<file path="config.mk">
export PLATFORM = sky130hd
export DESIGN_NAME = ysyx_24080014_wbu
export DESIGN_NICKNAME = d
export VERILOG_FILES = /design/src/rtl/ysyx_24080014_wbu.sv
export SDC_FILE = /design/constraint.sdc
export NUM_CORES = 1
export LEC_CHECK = 0
export CAP_MARGIN = 20
export CORE_ASPECT_RATIO = 1.4
export CORE_UTILIZATION = 44
export CTS_CLUSTER_SIZE = 24
export DETAILED_ROUTE_END_ITERATION = 10
export PLACE_DENSITY = 0.81
export SLEW_MARGIN = 20
export SYNTH_ARGS = -nofsm -noshare
export SYNTH_HDL_FRONTEND = slang
export SYNTH_SLANG_ARGS = --single-unit
export TNS_END_PERCENT = 20
</file>
<file path="constraint.sdc">
create_clock -name clk -period 2.6 [get_ports clk]
set_input_delay 0.78 -clock clk [delete_from_list [all_inputs] [get_ports clk]]
set_output_delay 0.78 -clock clk [all_outputs]
set_load 0.01 [all_outputs]
</file>
<file path="src/rtl/ysyx_24080014_wbu.sv">
// Write-back unit: takes one executed instruction from the EXU, finishes loads
// (align + extend), then presents a one-cycle register/CSR write and retire pulse.
module ysyx_24080014_wbu #(
  parameter int XLEN  = 32,
  parameter int CNT_W = 32
) (
  input  logic              clk,
  input  logic              rst_n,
  // EXU side
  input  logic              in_valid,
  output logic              in_ready,
  input  logic [4:0]        in_rd,
  input  logic              in_rd_wen,
  input  logic [XLEN-1:0]   in_alu_res,
  input  logic              in_is_load,
  input  logic [2:0]        in_load_fn,
  input  logic [1:0]        in_csrs_ctl,
  input  logic [11:0]       in_csr_wadd,
  input  logic [XLEN-1:0]   in_pc,
  input  logic [XLEN-1:0]   in_next_pc,
  // memory read response
  input  logic              mem_rvalid,
  output logic              mem_rready,
  input  logic [XLEN-1:0]   mem_rdata,
  input  logic              mem_rerr,
  // GPR / CSR write port
  output logic              RegWr,
  output logic [4:0]        rd,
  output logic [XLEN-1:0]   rd_data,
  output logic [1:0]        csrs_ctl,
  output logic [11:0]       csrs_rs1_write_add,
  output logic [XLEN-1:0]   pc,
  // IFU side
  output logic              commit,
  output logic [XLEN-1:0]   next_pc,
  output logic              wb_err,
  output logic [CNT_W-1:0]  retire_cnt
);

  localparam int NB = XLEN / 8;

  localparam logic [2:0] FN_LB  = 3'b000;
  localparam logic [2:0] FN_LH  = 3'b001;
  localparam logic [2:0] FN_LW  = 3'b010;
  localparam logic [2:0] FN_LBU = 3'b100;
  localparam logic [2:0] FN_LHU = 3'b101;

  typedef enum logic [1:0] {
    S_IDLE     = 2'd0,
    S_WAIT_MEM = 2'd1,
    S_COMMIT   = 2'd2
  } state_e;

  state_e state_q, state_d;

  logic [4:0]       rd_q, rd_d;
  logic             rd_wen_q, rd_wen_d;
  logic [1:0]       off_q, off_d;
  logic [2:0]       load_fn_q, load_fn_d;
  logic [1:0]       csrs_ctl_q, csrs_ctl_d;
  logic [11:0]      csr_wadd_q, csr_wadd_d;
  logic [XLEN-1:0]  pc_q, pc_d;
  logic [XLEN-1:0]  next_pc_q, next_pc_d;
  logic [XLEN-1:0]  data_q, data_d;
  logic             err_q, err_d;
  logic [CNT_W-1:0] cnt_q, cnt_d;

  logic             accept;
  logic             load_legal;
  logic [7:0]       byte_lane [NB];
  logic [7:0]       sel_byte;
  logic [15:0]      sel_half;
  logic [XLEN-1:0]  load_ext;

  assign in_ready   = (state_q == S_IDLE);
  assign mem_rready = (state_q == S_WAIT_MEM);
  assign accept     = in_valid & in_ready;

  // Alignment / funct3 legality of the incoming load, judged on the effective address.
  always_comb begin
    load_legal = 1'b0;
    case (in_load_fn)
      FN_LB, FN_LBU: load_legal = 1'b1;
      FN_LH, FN_LHU: load_legal = ~in_alu_res[0];
      FN_LW:         load_legal = (in_alu_res[1:0] == 2'b00);
      default:       load_legal = 1'b0;
    endcase
  end

  // Byte lanes of the returned word; the half select only ever uses offsets 0 and 2.
  for (genvar gi = 0; gi < NB; gi++) begin : g_lane
    assign byte_lane[gi] = mem_rdata[8*gi +: 8];
  end

  assign sel_byte = byte_lane[off_q];
  assign sel_half = off_q[1] ? mem_rdata[31:16] : mem_rdata[15:0];

  always_comb begin
    load_ext = mem_rdata;
    case (load_fn_q)
      FN_LB:   load_ext = {{(XLEN-8){sel_byte[7]}}, sel_byte};
      FN_LBU:  load_ext = {{(XLEN-8){1'b0}}, sel_byte};
      FN_LH:   load_ext = {{(XLEN-16){sel_half[15]}}, sel_half};
      FN_LHU:  load_ext = {{(XLEN-16){1'b0}}, sel_half};
      default: load_ext = mem_rdata;
    endcase
  end

  // State register
  always_ff @(posedge clk or negedge rst_n) begin
    if (!rst_n) begin
      state_q <= S_IDLE;
    end else begin
      state_q <= state_d;
    end
  end

  // Next-state logic
  always_comb begin
    state_d = state_q;
    case (state_q)
      S_IDLE: begin
        if (accept) begin
          state_d = (in_is_load && load_legal) ? S_WAIT_MEM : S_COMMIT;
        end
      end
      S_WAIT_MEM: begin
        if (mem_rvalid) begin
          state_d = S_COMMIT;
        end
      end
      S_COMMIT: state_d = S_IDLE;
      default:  state_d = S_IDLE;
    endcase
  end

  // Captured instruction fields and load result
  always_comb begin
    rd_d       = rd_q;
    rd_wen_d   = rd_wen_q;
    off_d      = off_q;
    load_fn_d  = load_fn_q;
    csrs_ctl_d = csrs_ctl_q;
    csr_wadd_d = csr_wadd_q;
    pc_d       = pc_q;
    next_pc_d  = next_pc_q;
    data_d     = data_q;
    err_d      = err_q;
    cnt_d      = cnt_q;
    if (accept) begin
      rd_d       = in_rd;
      rd_wen_d   = in_rd_wen;
      off_d      = in_alu_res[1:0];
      load_fn_d  = in_load_fn;
      csrs_ctl_d = in_csrs_ctl;
      csr_wadd_d = in_csr_wadd;
      pc_d       = in_pc;
      next_pc_d  = in_next_pc;
      data_d     = in_alu_res;
      err_d      = in_is_load & ~load_legal;
    end
    if (state_q == S_WAIT_MEM && mem_rvalid) begin
      data_d = load_ext;
      err_d  = mem_rerr;
    end
    if (state_q == S_COMMIT && !err_q) begin
      cnt_d = cnt_q + CNT_W'(1);
    end
  end

  always_ff @(posedge clk or negedge rst_n) begin
    if (!rst_n) begin
      rd_q       <= '0;
      rd_wen_q   <= 1'b0;
      off_q      <= '0;
      load_fn_q  <= '0;
      csrs_ctl_q <= '0;
      csr_wadd_q <= '0;
      pc_q       <= '0;
      next_pc_q  <= '0;
      data_q     <= '0;
      err_q      <= 1'b0;
      cnt_q      <= '0;
    end else begin
      rd_q       <= rd_d;
      rd_wen_q   <= rd_wen_d;
      off_q      <= off_d;
      load_fn_q  <= load_fn_d;
      csrs_ctl_q <= csrs_ctl_d;
      csr_wadd_q <= csr_wadd_d;
      pc_q       <= pc_d;
      next_pc_q  <= next_pc_d;
      data_q     <= data_d;
      err_q      <= err_d;
      cnt_q      <= cnt_d;
    end
  end

  // Output logic: everything toward GPR/IFU is zero except in the single COMMIT cycle.
  always_comb begin
    RegWr              = 1'b0;
    rd                 = '0;
    rd_data            = '0;
    csrs_ctl           = '0;
    csrs_rs1_write_add = '0;
    pc                 = '0;
    commit             = 1'b0;
    next_pc            = '0;
    wb_err             = 1'b0;
    if (state_q == S_COMMIT) begin
      RegWr              = rd_wen_q & ~err_q;
      rd                 = rd_q;
      rd_data            = data_q;
      csrs_ctl           = csrs_ctl_q;
      csrs_rs1_write_add = csr_wadd_q;
      pc                 = pc_q;
      commit             = 1'b1;
      next_pc            = next_pc_q;
      wb_err             = err_q;
    end
  end

  assign retire_cnt = cnt_q;

endmodule

</file>
==> PnR_summary.wiki, run 1 <==
{| class="wikitable"
! Metric !! Value
|-
| Worst hold-check slack || 0.2824 ns
|-
| Share of synthesized flip-flops with an asynchronous set or reset || 1.000
|-
| Number of port buffers || 308
|-
| Clock tree sinks || 156
|-
| Leak || 5.874 nW
|-
| Total gr overflow || 0
|-
| Portion of total power attributed to sequential cells || 0.414
|-
| Critical Path Start Type || flop
|-
| Critical path depth || 5
|-
| Routed WL per cell || 17.54 um
|-
| Number of max-cap violations || 0
|-
| Number of placement rows || 56
|-
| Placeable core region || 16820 um^2
|-
| Slew HR || 0.5724
|-
| Top flip-flop cell by instance count after synthesis || sky130_fd_sc_hd__dfrtp_1
|-
| Synth Cell Area || 7617 um^2
|-
| Number of vias in the routed layout || 7196
|-
| Worst EP required || 1.82 ns
|-
| Clock tree root driver cell || sky130_fd_sc_hd__clkbuf_16
|-
| Worst Setup End Kind || output port
|-
| Largest delay contributor family on the critical path || buffers and inverters
|-
| Area grow syn2layout || 51.97%
|-
| Cts bufs inserted || 17
|-
| Share of layout cells above drive strength 1 || 0.06706
|-
| Final core utilization || 0.6884
|-
| DR iter-0 viols || 421
|-
| Cell-internal power || 5.442 mW
|-
| Share of the clock period used by the worst path after layout || 0.9777
|-
| Min Tclk post-route || 2.542 ns
|-
| Mean post-synth cell area || 8.868 um^2
|-
| Cell count after synthesis || 859
|-
| Final wirelength || 24.22 mm
|-
| Final count of negative-setup-slack endpoints || 0
|-
| Die Span X || 113.2 um
|-
| Arrival time at the worst endpoint || 1.76 ns
|-
| Detailed placer's ending HPWL || 17.52 mm
|-
| Crit-path max cell delay || 0.40 ns
|-
| Detailed Routing Iterations Pass 1 || 5
|-
| Yosys reg bits || 156
|-
| Cell-by-cell trace of the critical path || nor2b_4, buf_12, buf_16, and2_1, clkdlybuf4s15_1
|-
| Clock tree from TritonCTS || built
|-
| Slew at the pin closest to its max-slew limit || 0.6346 ns
|-
| Number of library cell types mapped by synthesis || 52
|-
| Number of remaining DRC errors || 0
|-
| Clock share of power || 0.305
|-
| Worst Skew || 0.009959 ns
|-
| GRT Total Usage || 0.2771
|-
| First-pass GRT wire length || 37.87 mm
|-
| Buffer and inverter count on the worst path || 3
|-
| CP max-delay cell || sky130_fd_sc_hd__dfrtp_1
|-
| Largest driver fanout on the critical path || 42
|-
| Path type of the worst setup path || reg2out
|-
| Psw || 2.501 mW
|-
| Antenna violations before repair || 1
|-
| Cells on worst reg2reg path || 4
|-
| Antenna Violating Nets Remaining || 0
|-
| Final nets || 1323
|-
| Yosys warning count || 0
|-
| Sequential fraction of the synthesis area || 0.5125
|-
| Die height || 157.7 um
|-
| ANT cells || 0
|-
| Deepest clock path buffer count || 2
|-
| Worst min-delay path category || in2async
|-
| Most common cell after layout, fill and taps aside || sky130_fd_sc_hd__nand2_1
|-
| Number of enable flip-flop cells after synthesis || 0
|-
| Final-report max-slew violation count || 0
|-
| H-tree lvl count || 4
|-
| Number of global-route vias before repair || 7206
|-
| Highest-count cells in the layout ignoring fill and taps || sky130_fd_sc_hd__nand2_1 (303), sky130_fd_sc_hd__clkdlybuf4s50_1 (188), sky130_fd_sc_hd__dfrtp_1 (156), sky130_fd_sc_hd__and2_1 (120), sky130_fd_sc_hd__dlygate4sd2_1 (107)
|-
| Routability Congestion || 0.8597
|-
| Clock slew at the register clock pins of the worst setup and hold paths || 0.06 ns
|-
| Largest net degree at the start of global routing || 55
|-
| Via count normalized by instance count || 5.211
|-
| Fraction of power spent switching nets || 0.3149
|-
| Max Clock Freq || 393.4 MHz
|-
| Cell Pwr Density || 686.1 nW/um^2
|-
| Final-layout setup total negative slack || 0 ns
|-
| Maximum ir drop on the vdd rail || 0.0004003 V
|-
| Total nets after synthesis || 1017
|-
| Unrepaired setup endpoints after global routing || no
|-
| I/O pin cnt || 309
|-
| Total Die Area || 17850 um^2
|-
| Portion of total power attributed to combinational logic || 0.281
|-
| Number of buffers inserted for hold repair after clock tree synthesis || 0
|-
| Effective utilization at floorplan || 0.4530
|-
| Result of the run || finished clean
|-
| Worst-skew pair later-pin latency || 0.42 ns
|-
| Final hold violation count || 0
|}
==> sequential cells by signal (all words and copies together), names as in the netlist <==
register and count:
rd_wen_q 1, retire_cnt 32, off_q 2, load_fn_q 3
state_q 2, err_q 1, pc_q 32, rd_q 5
csr_wadd_q 12, csrs_ctl_q 2, data_q 32, next_pc_q 32
==> metal layers <==
metal  wire length (um)  global-route usage
met5                 13                   0
met4               1033              0.1397
met3               1501             0.07274
met2              12780              0.4943
met1               8897              0.3034
==> per-stage QoR <==
stage	worst slack, ns	cell area (um^2)	total power, mW	instances
2_1_floorplan	0.4490	7617	4.364	859
3_3_place_gp	0.2402	11010	5.566	1345
3_5_place_dp	0.2105	11010	5.627	1345
4_1_cts	-0.1827	11560	8.001	1381
5_1_grt	0.004378	11580	8.376	1381
6_report	0.05793	11580	7.943	1381
==> kinds of logic after synthesis <==
family | synth area share
buf+inv | 0.03449
simple gates | 0.3265
compound gates | 0.07375
fa+ha+maj | 0.001642
xor+xnor | 0.03564
flops | 0.5125
mux | 0.01544
==> power groups by stage <==
stage / clock network, mW / logic (mW) / registers, mW
after floorplan: 0 / 1.19 / 3.17
after global placement: 0 / 2.26 / 3.30
after detailed placement: 0 / 2.31 / 3.31
after CTS: 2.47 / 2.24 / 3.28
after global routing: 2.58 / 2.45 / 3.34
final: 2.43 / 2.23 / 3.29
==> synth_stat cells (all sizes together) (2+ instances only) <==
cell / number / area (um^2)
clkbuf: 28 / 105.1
xor2: 5 / 43.79
a21oi: 13 / 65.06
buf: 24 / 131.4
mux2: 6 / 67.56
o22ai: 13 / 81.33
nor4: 2 / 27.53
a22o: 5 / 43.79
mux2i: 5 / 50.05
nor2: 14 / 52.55
nor2b: 4 / 25.02
inv: 6 / 22.52
xnor2: 26 / 227.7
nand4b: 2 / 17.52
dfrtp: 156 / 3904
and2: 120 / 750.7
a22oi: 18 / 135.1
a211oi: 4 / 30.03
nand2: 304 / 1144
a221oi: 6 / 52.55
o31a: 2 / 17.52
and4: 5 / 43.79
a21o: 2 / 15.01
and3: 8 / 50.05
nand4: 15 / 115.1
o21ai: 11 / 55.05
nor3: 6 / 30.03
nand3: 31 / 155.2
nor3b: 3 / 38.79
==> final timing paths <==
path / from / end / slack, ns
setup / recovery: state_q[0] / next_pc[26] / 0.06
hold / removal: rst_n / csr_wadd_q[11] / 0.28
max in group asynchronous: rst_n / data_q[3] / 1.59
setup reg to reg: load_fn_q[0] / data_q[9] / 0.67
min in group clk: csr_wadd_q[6] / csr_wadd_q[6] / 0.46
hold reg to reg: csr_wadd_q[6] / csr_wadd_q[6] / 0.46
==> final cells by class <==
class | count | area, um^2
tap | 203 | 254.0
multi-input combinational | 644 | 3467
sequential | 156 | 3904
clock inverter | 11 | 110.1
clock buffer | 21 | 470.5
fill | 1348 | 5240
inverter | 7 | 26.28
timing repair buffer | 339 | 3344
==> what timing repair did <==
item	CTS	global route
buffers inserted	2	0
endpoints found under the setup margin	118	12
gates resized for setup	120	13
gates cloned	2	0
Note: power is estimated with default switching activity, not from simulation.
==> inputs of run 2 (changes only) <==
--- a/config.mk
+++ b/config.mk
@@ -7,11 +7,12 @@
 export LEC_CHECK = 0
 export CAP_MARGIN = 20
 export CORE_ASPECT_RATIO = 1.4
-export CORE_UTILIZATION = 44
+export CORE_UTILIZATION = 35
+export CTS_BUF_LIST = sky130_fd_sc_hd__clkbuf_4 sky130_fd_sc_hd__clkbuf_8
 export CTS_CLUSTER_SIZE = 24
 export DETAILED_ROUTE_END_ITERATION = 10
-export PLACE_DENSITY = 0.81
-export SLEW_MARGIN = 20
+export PLACE_DENSITY = 0.67
+export SLEW_MARGIN = 5
 export SYNTH_ARGS = -nofsm -noshare
 export SYNTH_HDL_FRONTEND = slang
 export SYNTH_SLANG_ARGS = --single-unit
==> run 2 against run 1 <==
Sequential share of layout area increased by 0.36 points. Sequential power is 2% lower. Highest routed layer is now met4. Clock skew rose by 0.0087 ns. First-iteration DRC count is 13% lower. Via count down 2.3%. Largest cell class unchanged. Cell area is 1.1% lower. Non-clock buffer count unchanged. Largest power group unchanged.
==> PnR_summary.wiki, run 2 (synthesis gave the netlist of run 1 again) <==
{| class="wikitable"
! Metric !! Value
|-
| DR iter-0 viols || 367 (-13%)
|-
| Critical Path Start Type || flop
|-
| Number of max-cap violations || 0 (unchanged)
|-
| Reg-to-reg endpoint || data_q[13]
|-
| Startpoint of the worst-slack reg-to-reg timing path || load_fn_q[0]
|-
| I/O pin cnt || 309 (unchanged)
|-
| Final nets || 1323 (unchanged)
|-
| Leak || 5.453 nW (-7.2%)
|-
| Routability Congestion || 0.8449 (-1.7%)
|-
| Routed WL per cell || 17.02 um (-3.0%)
|-
| Final-report max-slew violation count || 0 (unchanged)
|-
| First-pass GRT wire length || 38.21 mm (+0.89%)
|-
| Worst Skew || 0.01863 ns (+0.008671 ns)
|-
| Largest net degree at the start of global routing || 51 (-7.3%)
|-
| Area grow syn2layout || 50.34%
|-
| Clock slew at the register clock pins of the worst setup and hold paths || 0.08 ns (+0.02 ns)
|-
| Cells on worst reg2reg path || 5 (+1)
|-
| Slack of the worst reg-to-reg path || 0.58 ns (-0.09 ns)
|-
| Path type of the worst setup path || reg2out
|-
| Cell-by-cell trace of the critical path || nor2b_4, buf_4, buf_12, buf_16, and2_1, clkdlybuf4s15_2
|-
| Crit-path max cell delay || 0.39 ns (about the same)
|-
| Largest delay contributor family on the critical path || buffers and inverters
|-
| CP max-delay cell || sky130_fd_sc_hd__dfrtp_1
|-
| Maximum ir drop on the vdd rail || 0.0003146 V (-21%)
|-
| Arrival time at the worst endpoint || 1.77 ns (about the same)
|-
| Clock tree sinks || 156 (unchanged)
|-
| Antenna Violating Nets Remaining || 0 (unchanged)
|-
| Worst hold-check slack || 0.2394 ns (-0.04300 ns)
|-
| Highest-count cells in the layout ignoring fill and taps || sky130_fd_sc_hd__nand2_1 (303), sky130_fd_sc_hd__clkdlybuf4s50_1 (188), sky130_fd_sc_hd__dfrtp_1 (156), sky130_fd_sc_hd__and2_1 (120), sky130_fd_sc_hd__clkdlybuf4s15_1 (51)
|-
| Worst min-delay path category || in2async
|-
| Total gr overflow || 0 (unchanged)
|-
| Share of the clock period used by the worst path after layout || 0.9822 (+0.004483)
|-
| Number of global-route vias before repair || 7060 (-2.0%)
|-
| Cts bufs inserted || 17 (unchanged)
|-
| Die height || 176.6 um (+12%)
|-
| Detailed Routing Iterations Pass 1 || 7 (+2)
|-
| Deepest clock path buffer count || 2 (unchanged)
|-
| Buffer and inverter count on the worst path || 4 (+1)
|-
| Number of vias in the routed layout || 7033 (-2.3%)
|-
| Share of layout cells above drive strength 1 || 0.1154 (+0.04839)
|-
| Cell Pwr Density || 655.1 nW/um^2 (-4.5%)
|-
| Largest driver fanout on the critical path || 30 (-29%)
|-
| Final wirelength || 24.47 mm (+1.0%)
|-
| Placeable core region || 21280 um^2 (+27%)
|-
| Number of remaining DRC errors || 0 (unchanged)
|-
| Antenna violations before repair || 0 (-1)
|-
| Final core utilization || 0.5381 (-0.1503)
|-
| Final hold violation count || 0 (unchanged)
|-
| GRT Total Usage || 0.2239 (-0.05325)
|-
| Min Tclk post-route || 2.554 ns (+0.01166 ns)
|-
| Final-layout setup total negative slack || 0 ns (unchanged)
|-
| Die Span X || 126.7 um (+12%)
|-
| Worst Setup End Kind || output port
|-
| Via count normalized by instance count || 4.891 (-6.1%)
|-
| ANT cells || 0 (unchanged)
|-
| Effective utilization at floorplan || 0.3579 (-0.09507)
|-
| Most common cell after layout, fill and taps aside || sky130_fd_sc_hd__nand2_1
|-
| Worst EP required || 1.82 ns (about the same)
|-
| Max Clock Freq || 391.6 MHz (-0.46%)
|-
| H-tree lvl count || 4 (unchanged)
|-
| Slew at the pin closest to its max-slew limit || 1.038 ns (+0.4030 ns)
|-
| Clock tree from TritonCTS || built
|-
| Unrepaired setup endpoints after global routing || yes
|-
| Number of buffers inserted for hold repair after clock tree synthesis || 0 (unchanged)
|-
| Slew HR || 0.3057 (-0.2668)
|-
| Detailed placer's ending HPWL || 17.34 mm (-1.0%)
|-
| Number of placement rows || 63 (+13%)
|-
| Clock tree root driver cell || sky130_fd_sc_hd__clkbuf_8
|-
| Result of the run || finished clean
|-
| Total Die Area || 22370 um^2 (+25%)
|-
| Number of port buffers || 308 (unchanged)
|-
| Worst-skew pair later-pin latency || 0.46 ns (+0.04 ns)
|-
| Final count of negative-setup-slack endpoints || 0 (unchanged)
|}
[run 2: cell types whose count changed in the layout (fill, tap and decap cells not counted), moves of 4 or more]
cell and change:
sky130_fd_sc_hd__dlygate4sd2_1 -96, sky130_fd_sc_hd__clkdlybuf4s15_1 +46, sky130_fd_sc_hd__buf_2 +26, sky130_fd_sc_hd__clkbuf_2 +19, sky130_fd_sc_hd__clkbuf_16 -16, sky130_fd_sc_hd__clkbuf_8 +14
sky130_fd_sc_hd__clkdlybuf4s15_2 +11, sky130_fd_sc_hd__dlymetal6s2s_1 -6, sky130_fd_sc_hd__buf_12 +4, sky130_fd_sc_hd__buf_4 -4
[run 2: timing repair]
| item | in CTS | in global routing |
|---|---|---|
| gates cloned | 3 | 1 |
| pin swaps | 0 | 0 |
| buffers inserted | 3 | 0 |
| endpoints found under the setup margin | 119 | 90 |
| gates resized for setup | 217 | 99 |
[run 2: final cells by class]
cell class / count / area (um^2)
tap: 260 / 325.3
sequential: 156 / 3904
inverter: 7 / 26.28
clock buffer: 20 / 256.5
clock inverter: 12 / 171.4
timing repair buffer: 339 / 3302
fill: 2008 / 9831
multi-input combinational: 644 / 3467
[run 2: worst max path at each step]
stage / start / endpoint / depth (start not counted)
finish: state_q[1] / rd_data[29] / 6
global route: state_q[0] / rd_data[29] / 6
CTS: state_q[0] / rd_data[5] / 5
detailed placement: mem_rvalid / data_q[29] / 5
global placement: mem_rvalid / data_q[21] / 5
floorplan: state_q[0] / csrs_ctl[0] / 6
[run 2: stage by stage]
stage | power, mW | area, um^2 | setup slack, ns | instances
2_1_floorplan | 4.364 | 7617 | 0.4490 | 859
3_3_place_gp | 5.587 | 11100 | 0.01317 | 1399
5_1_grt | 7.992 | 11450 | -0.04346 | 1438
4_1_cts | 7.587 | 11510 | -0.01351 | 1437
6_report | 7.502 | 11450 | 0.04628 | 1438
3_5_place_dp | 5.622 | 11100 | -0.02518 | 1399
[run 2: worst register-to-register path: stages, from the launching register on]
cell and delay (ns):
sky130_fd_sc_hd__dfrtp_1 0.64, sky130_fd_sc_hd__nand2b_1 0.45, sky130_fd_sc_hd__o22ai_1 0.12, sky130_fd_sc_hd__a211oi_1 0.42, sky130_fd_sc_hd__buf_4 0.21, sky130_fd_sc_hd__a211oi_1 0.06
[run 2: power breakdown]
part / leakage, nW / total, mW / internal (mW) / switching, mW
logic: 3.29 / 2.29 / 1.15 / 1.14
registers: 1.95 / 3.22 / 2.91 / 0.306
clock network: 0.213 / 1.99 / 1.07 / 0.923
total: 5.45 / 7.50 / 5.14 / 2.37
[run 2: layer usage]
| metal | GRT usage | vias to the layer above | wire (um) |
|---|---|---|---|
| li1 | - | 3426 | - |
| met1 | 0.2443 | 3346 | 9524 |
| met2 | 0.4098 | 224 | 12850 |
| met3 | 0.05879 | 37 | 1448 |
| met4 | 0.09077 | 0 | 648 |
| met5 | 0 | - | 0 |
